### config.mk
export PLATFORM = sky130hd
export DESIGN_NAME = onehot_dec_seq
export DESIGN_NICKNAME = d
export VERILOG_FILES = /design/src/rtl/onehot_dec_seq.sv
export SDC_FILE = /design/constraint.sdc
export NUM_CORES = 1
export LEC_CHECK = 0
export BUFFER_PORTS_ARGS = -buffer_cell sky130_fd_sc_hd__buf_4
export CAP_MARGIN = 20
export CELL_PAD_IN_SITES_DETAIL_PLACEMENT = 2
export CELL_PAD_IN_SITES_GLOBAL_PLACEMENT = 2
export CORE_MARGIN = 2
export CORE_UTILIZATION = 35
export CTS_BUF_LIST = sky130_fd_sc_hd__clkbuf_4
export DETAILED_ROUTE_END_ITERATION = 10
export PLACE_DENSITY_LB_ADDON = 0.1
export SETUP_SLACK_MARGIN = 0.2
export SYNTH_ARGS = -nofsm -noshare
export SYNTH_HDL_FRONTEND = slang
export SYNTH_SLANG_ARGS = --single-unit
### constraint.sdc
create_clock -name clk -period 2 [get_ports clk]
set_input_delay 0.4 -clock clk [delete_from_list [all_inputs] [get_ports clk]]
set_output_delay 0.4 -clock clk [all_outputs]
set_load 0.05 [all_outputs]
### src/rtl/onehot_dec_seq.sv
// Sequenced 3-to-8 decoder: buffers 3-bit codes in a FIFO and replays each as a one-hot strobe.
// Latency: code pushed into an empty FIFO while idle appears on y one edge later, held HOLD cycles, GAP idle cycles between strobes.
// Backpressure: in_ready = !full from the registered count; ONEHOT_DEC_OVF_EN adds ovf/drop_cnt to record dropped requests.
module onehot_dec_seq #(
  parameter int DEPTH = 4,
  parameter int HOLD  = 3,
  parameter int GAP   = 1
) (
  input  logic                     clk,
  input  logic                     rst,
  input  logic                     in_valid,
  input  logic [2:0]               in_code,
  output logic                     in_ready,
  output logic [7:0]               y,
  output logic                     y_valid,
  output logic                     busy,
  output logic [$clog2(DEPTH):0]   count
`ifdef ONEHOT_DEC_OVF_EN
  ,
  output logic                     ovf,
  output logic [7:0]               drop_cnt
`endif
);

  localparam int AW  = $clog2(DEPTH);
  localparam int MX0 = (HOLD > GAP) ? HOLD : GAP;
  localparam int MX  = (MX0 > 1) ? MX0 : 1;
  localparam int CW  = $clog2(MX) + 1;

  localparam logic [AW:0]   FULL_CNT = (AW+1)'(DEPTH);
  localparam logic [CW-1:0] HOLD_LD  = CW'(HOLD - 1);
  localparam logic [CW-1:0] GAP_LD   = (GAP > 0) ? CW'(GAP - 1) : '0;

  typedef enum logic [1:0] {S_IDLE, S_DRIVE, S_GAP} state_t;

  state_t          state, state_nxt;
  logic [2:0]      mem [DEPTH];
  logic [AW-1:0]   wr_ptr, rd_ptr;
  logic [CW-1:0]   hold_cnt, hold_nxt, gap_cnt, gap_nxt;
  logic [7:0]      y_nxt;
  logic            push, pop, load, empty, full;
  logic [2:0]      head;

  assign empty    = (count == '0);
  assign full     = (count == FULL_CNT);
  assign in_ready = !full;
  assign push     = in_valid && in_ready;
  assign head     = mem[rd_ptr];
  assign y_valid  = |y;
  assign busy     = (state != S_IDLE) || !empty;

  // FIFO storage: write-only on accepted push, contents need no reset
  always_ff @(posedge clk) begin
    if (push) mem[wr_ptr] <= in_code;
  end

  // State, strobe, counters and FIFO pointers
  always_ff @(posedge clk) begin
    if (rst) begin
      state    <= S_IDLE;
      y        <= 8'h00;
      hold_cnt <= '0;
      gap_cnt  <= '0;
      wr_ptr   <= '0;
      rd_ptr   <= '0;
      count    <= '0;
    end else begin
      state    <= state_nxt;
      y        <= y_nxt;
      hold_cnt <= hold_nxt;
      gap_cnt  <= gap_nxt;
      if (push) wr_ptr <= wr_ptr + 1'b1;
      if (pop)  rd_ptr <= rd_ptr + 1'b1;
      case ({push, pop})
        2'b10:   count <= count + 1'b1;
        2'b01:   count <= count - 1'b1;
        default: count <= count;
      endcase
    end
  end

  // Next-state: pop only when the current strobe/gap has expired and the FIFO has data
  always_comb begin
    state_nxt = state;
    y_nxt     = y;
    hold_nxt  = hold_cnt;
    gap_nxt   = gap_cnt;
    load      = 1'b0;
    pop       = 1'b0;
    case (state)
      S_IDLE: begin
        y_nxt = 8'h00;
        if (!empty) load = 1'b1;
      end
      S_DRIVE: begin
        if (hold_cnt != '0) begin
          hold_nxt = hold_cnt - 1'b1;
        end else if (GAP > 0) begin
          y_nxt     = 8'h00;
          gap_nxt   = GAP_LD;
          state_nxt = S_GAP;
        end else if (!empty) begin
          load = 1'b1;
        end else begin
          y_nxt     = 8'h00;
          state_nxt = S_IDLE;
        end
      end
      S_GAP: begin
        y_nxt = 8'h00;
        if (gap_cnt != '0) begin
          gap_nxt = gap_cnt - 1'b1;
        end else if (!empty) begin
          load = 1'b1;
        end else begin
          state_nxt = S_IDLE;
        end
      end
      default: begin
        y_nxt     = 8'h00;
        state_nxt = S_IDLE;
      end
    endcase
    if (load) begin
      pop       = 1'b1;
      y_nxt     = 8'h01 << head;
      hold_nxt  = HOLD_LD;
      state_nxt = S_DRIVE;
    end
  end

`ifdef ONEHOT_DEC_OVF_EN
  // Sticky drop flag and saturating drop counter, cleared only by reset
  always_ff @(posedge clk) begin
    if (rst) begin
      ovf      <= 1'b0;
      drop_cnt <= 8'h00;
    end else if (in_valid && !in_ready) begin
      ovf <= 1'b1;
      if (drop_cnt != 8'hFF) drop_cnt <= drop_cnt + 1'b1;
    end
  end
`endif

endmodule

# == Yosys cells after proc, flatten, opt, wreduce, memory -nomap -nowiden ==
# Memories as Yosys holds them, arrays and structs flattened. A register that Yosys moved wholly into a read port is not among the register bits.
# Index checks and enable logic that the tools add are counted.
# op_classes
addsub,6
n_eq_ne,13
bitwise_logic,1
muxes,23
reduce_logical,20
shifts,1
# op_table
operator,n
$mux 8,3
$mux 2,8
$pmux 3 s2,2
$ne 2x2->1 const B,5
$reduce_bool 2->1,5
$ne 3x3->1 const B,3
$sub 3x1->3 const B,3
$reduce_and 4->1,2
$reduce_or 8->1,1
$shl 1x3->8 const A,1
$mux 1,6
$mux 3,2
$pmux 2 s3,1
$reduce_bool 3->1,2
$add 2x1->2 const B,2
$eq 2x1->1 const B,2
$eq 2x2->1 const B,2
$reduce_and 2->1,2
$add 3x1->3 const B,1
$eq 3x3->1 const B,1
$logic_not 3->1,1
$reduce_and 3->1,1
$logic_not 1->1,2
$logic_not 2->1,1
other kinds (5),5
# word_totals
regBits,23
n_memories,1
ram_bits,12
in_bits,6
output_inout_bits,14
elab_cells,74
# mem_list
name,words,word_bits,read_ports,rd_clocked_by_memory_dff,wr,line,source
mem,4,3,1,1,1,37,logic [2:0] mem [DEPTH];

# == Depth between registers and ports, before layout ==
# depth
depth_word,7
depth_mapped,9
depth_no_buf,9

# == Worst setup path after synthesis ==
# Ideal clock, no wire load.
# synth_timing
path_kind,reg2reg
from,register count[0]
to,register count[2]
arrival_time_ps,2714
path_buffers,0
setup_time_ps,71
period_less_slack_ps,2785
stages_incl_launch_ff,9
required_ps,1929
slack_ps,-785
path_cell_list,dfxtp_1 or3b_1 and2_1 inv_1 ha_1 fa_1 xnor2_1 or3_1 a21oi_1
# synth_via
word_cells_on_any_way,14
classes_between,add/sub: 2; eq/ne: 3; mux: 5; reduce/logical: 4
# synth_rtl
element,line,source
from (decl),17,output logic [$clog2(DEPTH):0] count
from (signal assigned),75,2'b10: count <= count + 1'b1;
from (signal assigned),76,2'b01: count <= count - 1'b1;
from (signal assigned),77,default: count <= count;
$eq 3x3->1 (*),45,assign full = (count == FULL_CNT);
$logic_not 1->1 (*),46,assign in_ready = !full;
via in_ready,13,"output logic in_ready,"
$logic_and 1x1->1 (*),47,assign push = in_valid && in_ready;
$eq 2x1->1 or $eq 2x2->1 (tied branches),74,"case ({push, pop})"
$pmux 3 s2 or $reduce_bool 2->1 (tied branches),n/a,
# Mark *: on every way through the listed nets, which the timed path passes. The rest lies on a longest branch.
# A chain may end at the register's enable or synchronous reset.

# == Final worst setup path ==
# layout_timing
from,register count[2]
to,register count[2]
# layout_via
elab_chain_cells,7
word_cells_on_any_way,14
classes_between,add/sub: 2; eq/ne: 3; mux: 5; reduce/logical: 4
# layout_lines
element,line,source
$logic_not 3->1,44,assign empty = (count == '0);
$mux 1,"93, 113",
$mux 1,111,if (gap_cnt != '0) begin
$pmux 1 s2,90,case (state)
$mux 1,124,if (load) begin
$eq 2x1->1 or $eq 2x2->1 (tied branches),74,
$pmux 3 s2 or $reduce_bool 2->1 (tied branches),n/a,
# Several ways; a longest one is shown, not always the timed one.

==> key figures <==
Global routing
  – First-pass GRT wire length: between 6000 and 7000 um
  – Aggregate global-route resource usage: 0.169
  – Total congestion overflow after global routing: 0
  – Number of antenna violations at the first check in global routing: 0
  – Largest net degree at the start of global routing: 24
  – Number of global-route vias before repair: 1287
  – Most Used Layer, Global Route: met2
  – Met1 Usage GRT: 0.196
  – Met2 global-route usage: 0.302
  – Met3 Usage GRT: 0.0422

Clocking
  – Clock input transition at the sequential cells of the worst setup and hold paths: roughly 110 ps
  – Number of clock sinks: 37
  – Clock latency on the worst-skew pair: 350 ps
  – Inserted Clock Buffers: 5
  – TritonCTS clock tree: built
  – Worst-case clock buffer depth: 2
  – Library cell used as clock root buffer: clkbuf_4
  – H-tree lvl count: 2

Yosys
  – Flops & latches, synth: 37
  – Post-synth cell types: 37
  – Post-Syn Nets: 155
  – Top cell type by total area after synthesis: dfxtp_1
  – Sequential fraction of the synthesis area: 0.534
  – Area of the mapped netlist: around 0.0016 mm^2
  – Syn Inst Count: 140
  – Number of synthesis warnings: 0
  – Post-synth top area share: 0.310
  – Average cell area after synthesis: ~12 um^2
  – Top area cells in the synthesized netlist: dfxtp_1 31%, edfxtp_1 22%, ha_1 6.2%

Drt
  – Antenna-violating nets left: 0
  – Number of DRC markers after the initial detailed-route iteration: between 40 and 50
  – Count of vias placed by the detailed router: 1199
  – Number of iterations in the first detailed-routing pass: 4
  – DR WL/cell: 17.0 um
  – Vias per cell: between 5 and 6
  – Total wirelength of the detailed-routed design: 3970 um
  – DRC errors left: 0

Power
  – Leakage power: ~0.82 nW
  – Tot Pwr: slightly above 3 mW
  – PwrDens: 1460 mW/mm^2
  – Worst supply voltage drop on vdd: roughly 0.73 mV

Final layout
  – Number of fill cells: 459
  – Signed area change from the synthesized netlist to the final layout: 30.5%
  – Most used cells in the layout excluding fill and tap cells: 33 x buf_4, 21 x nor2_1, 20 x dfxtp_1, 12 x edfxtp_1, 8 x a22oi_1
  – Fraction of final layout cells with drive strength greater than 1: 0.363
  – Antenna Cells: 0
  – Util after Layout: 0.480
  – Final instance count without filler cells: around 230
  – Commonest non-fill, non-tap cell in the layout: buf_4
  – Nets: 196

Critical path
  – Critical path fanouts, max: 4
  – Critical path class: reg2reg
  – Required time worst endpoint: ~2300 ps
  – Arrival time of the worst setup path: ~2200 ps
  – Worst Setup End Kind: flip-flop
  – Type of element launching the critical path: flip-flop

Timing
  – Layout Skew: around 11 ps
  – Pins Over Slew Limit: 0
  – Remaining max-slew budget at the tightest pin: 0.735
  – Maximum frequency from static timing analysis: roughly 0.52 GHz
  – Final Hold Viols: 0
  – # setup viols final: 0
  – Period Utilization, post-route: 0.964
  – Worst slew pin tran: around 400 ps
  – Final critical path time including I/O delays and setup: ~1900 ps
  – Setup repair after global routing missed its margin: true

Floorplan
  – Core Area: about 0.0044 mm^2
  – Ports placed on the boundary: 20
  – Die Y: 71.9 um
  – Effective utilization at floorplan: 0.368
  – Num rows: 24
  – Die outline area: 0.00517 mm^2
  – Die boundary width: about 72 um

Placement
  – HPWL Detailed: 2840 um
  – IO buf count: 19
  – Number of instances in the placed design: between 200 and 250
  – Routability cong.: a little over 0.7

Run status
  – Result of the run: completed

Min path
  – Min-Delay Path Class: in2reg

Run
  – Maximum Capacitance Violations: 0
[stage by stage]
| step | setup slack, ps | TNS, ps | hold slack (ps) | cell area (um^2) |
|---|---|---|---|---|
| 2_1_floorplan | -107 | -162 | 444 | 1660 |
| 3_3_place_gp | 92.1 | 0 | 453 | 1890 |
| 3_5_place_dp | 25.7 | 0 | 480 | 1890 |
| 4_1_cts | 59.9 | 0 | 241 | 2050 |
| 5_1_grt | -12.5 | -12.5 | 237 | 2100 |
| 6_report | 72.5 | 0 | 261 | 2100 |
[worst paths after layout]
kind | startpoint | to | slack (ps) | cells past startpoint
setup / recovery | count[2]$_SDFFE_PP0P_ | count[2]$_SDFFE_PP0P_ | 70 | 8
hold / removal | in_code[1] | mem[1][1]$_DFFE_PP_ | 260 | 1
setup reg to reg | count[2]$_SDFFE_PP0P_ | count[2]$_SDFFE_PP0P_ | 70 | 8
hold reg to reg | gap_cnt[1]$_SDFFE_PP0P_ | gap_cnt[1]$_SDFFE_PP0P_ | 490 | 2
[power by group]
part           switching, mW  internal [mW]
Combinational          0.909          0.718
Sequential             0.132          0.929
Clock                  0.248          0.147
[registers in the layout (all words and copies together), names as in the netlist, named ones only]
register	count
count	3
state	2
mem	12
wr_ptr	2
hold_cnt	3
y	8
rd_ptr	2
gap_cnt	3
[logic make-up after synthesis]
group	synth area share
AO/OA/AOI/OAI	0.104
XOR/XNOR	0.0380
flip-flops	0.534
buffers and inverters	0.0279
adder cells (fa/ha/maj)	0.0745
multiplexers	0.0528
AND/OR/NAND/NOR	0.169
[final cells by class]
class	count	area [um^2]	share of cell area
clock buffer	6	45.0	0.0214
clock inverter	2	11.3	0.00535
inverter	8	32.5	0.0155
multi-input combinational	92	777	0.369
sequential	37	877	0.417
tap	52	65.1	0.0309
timing repair buffer	37	297	0.141
[cell usage after synthesis]
master / instances
clkbuf_1: 2
nand4_1: 1
buf_4: 1
a22oi_1: 8
xnor2_1: 5
nand3b_1: 1
nand2b_1: 2
a2111oi_0: 1
nor4_1: 2
or3_1: 3
or3b_1: 1
a211oi_2: 1
nor4b_1: 1
fa_1: 1
o21ai_0: 1
nor2_1: 21
nor3_1: 2
ha_1: 8
mux4_2: 1
a21bo_2: 1
dfxtp_1: 25
a21oi_1: 5
inv_1: 8
nor3b_1: 1
nor2b_1: 3
edfxtp_1: 12
nand2_1: 3
and3_1: 4
xor2_1: 2
a2111oi_4: 1
mux2i_1: 1
and2_1: 2
a211oi_1: 1
nand2b_4: 1
nand3_1: 4
o2111a_1: 1
mux4_1: 2
[metal layers]
metal | part of all wire | vias up
met5 | 0 | -
met4 | 0.012 | 0
met3 | 0.029 | 5
met2 | 0.52 | 17
met1 | 0.44 | 598
li1 | - | 579
[worst max-delay path, cell delays in order (launching register included)]
cell,delay (ps)
dfxtp_4,370
or3b_4,230
and2_4,150
inv_4,40
ha_4,160
fa_2,350
xnor2_2,140
or3_1,300
a21oi_1,120
[what timing repair did]
item	CTS	global route
setup endpoints to repair	3	10
setup buffers	9	4
pin swaps	7	3
resized for setup	11	6
hold buffers	0	0
Note: power is estimated with default switching activity, not from simulation.
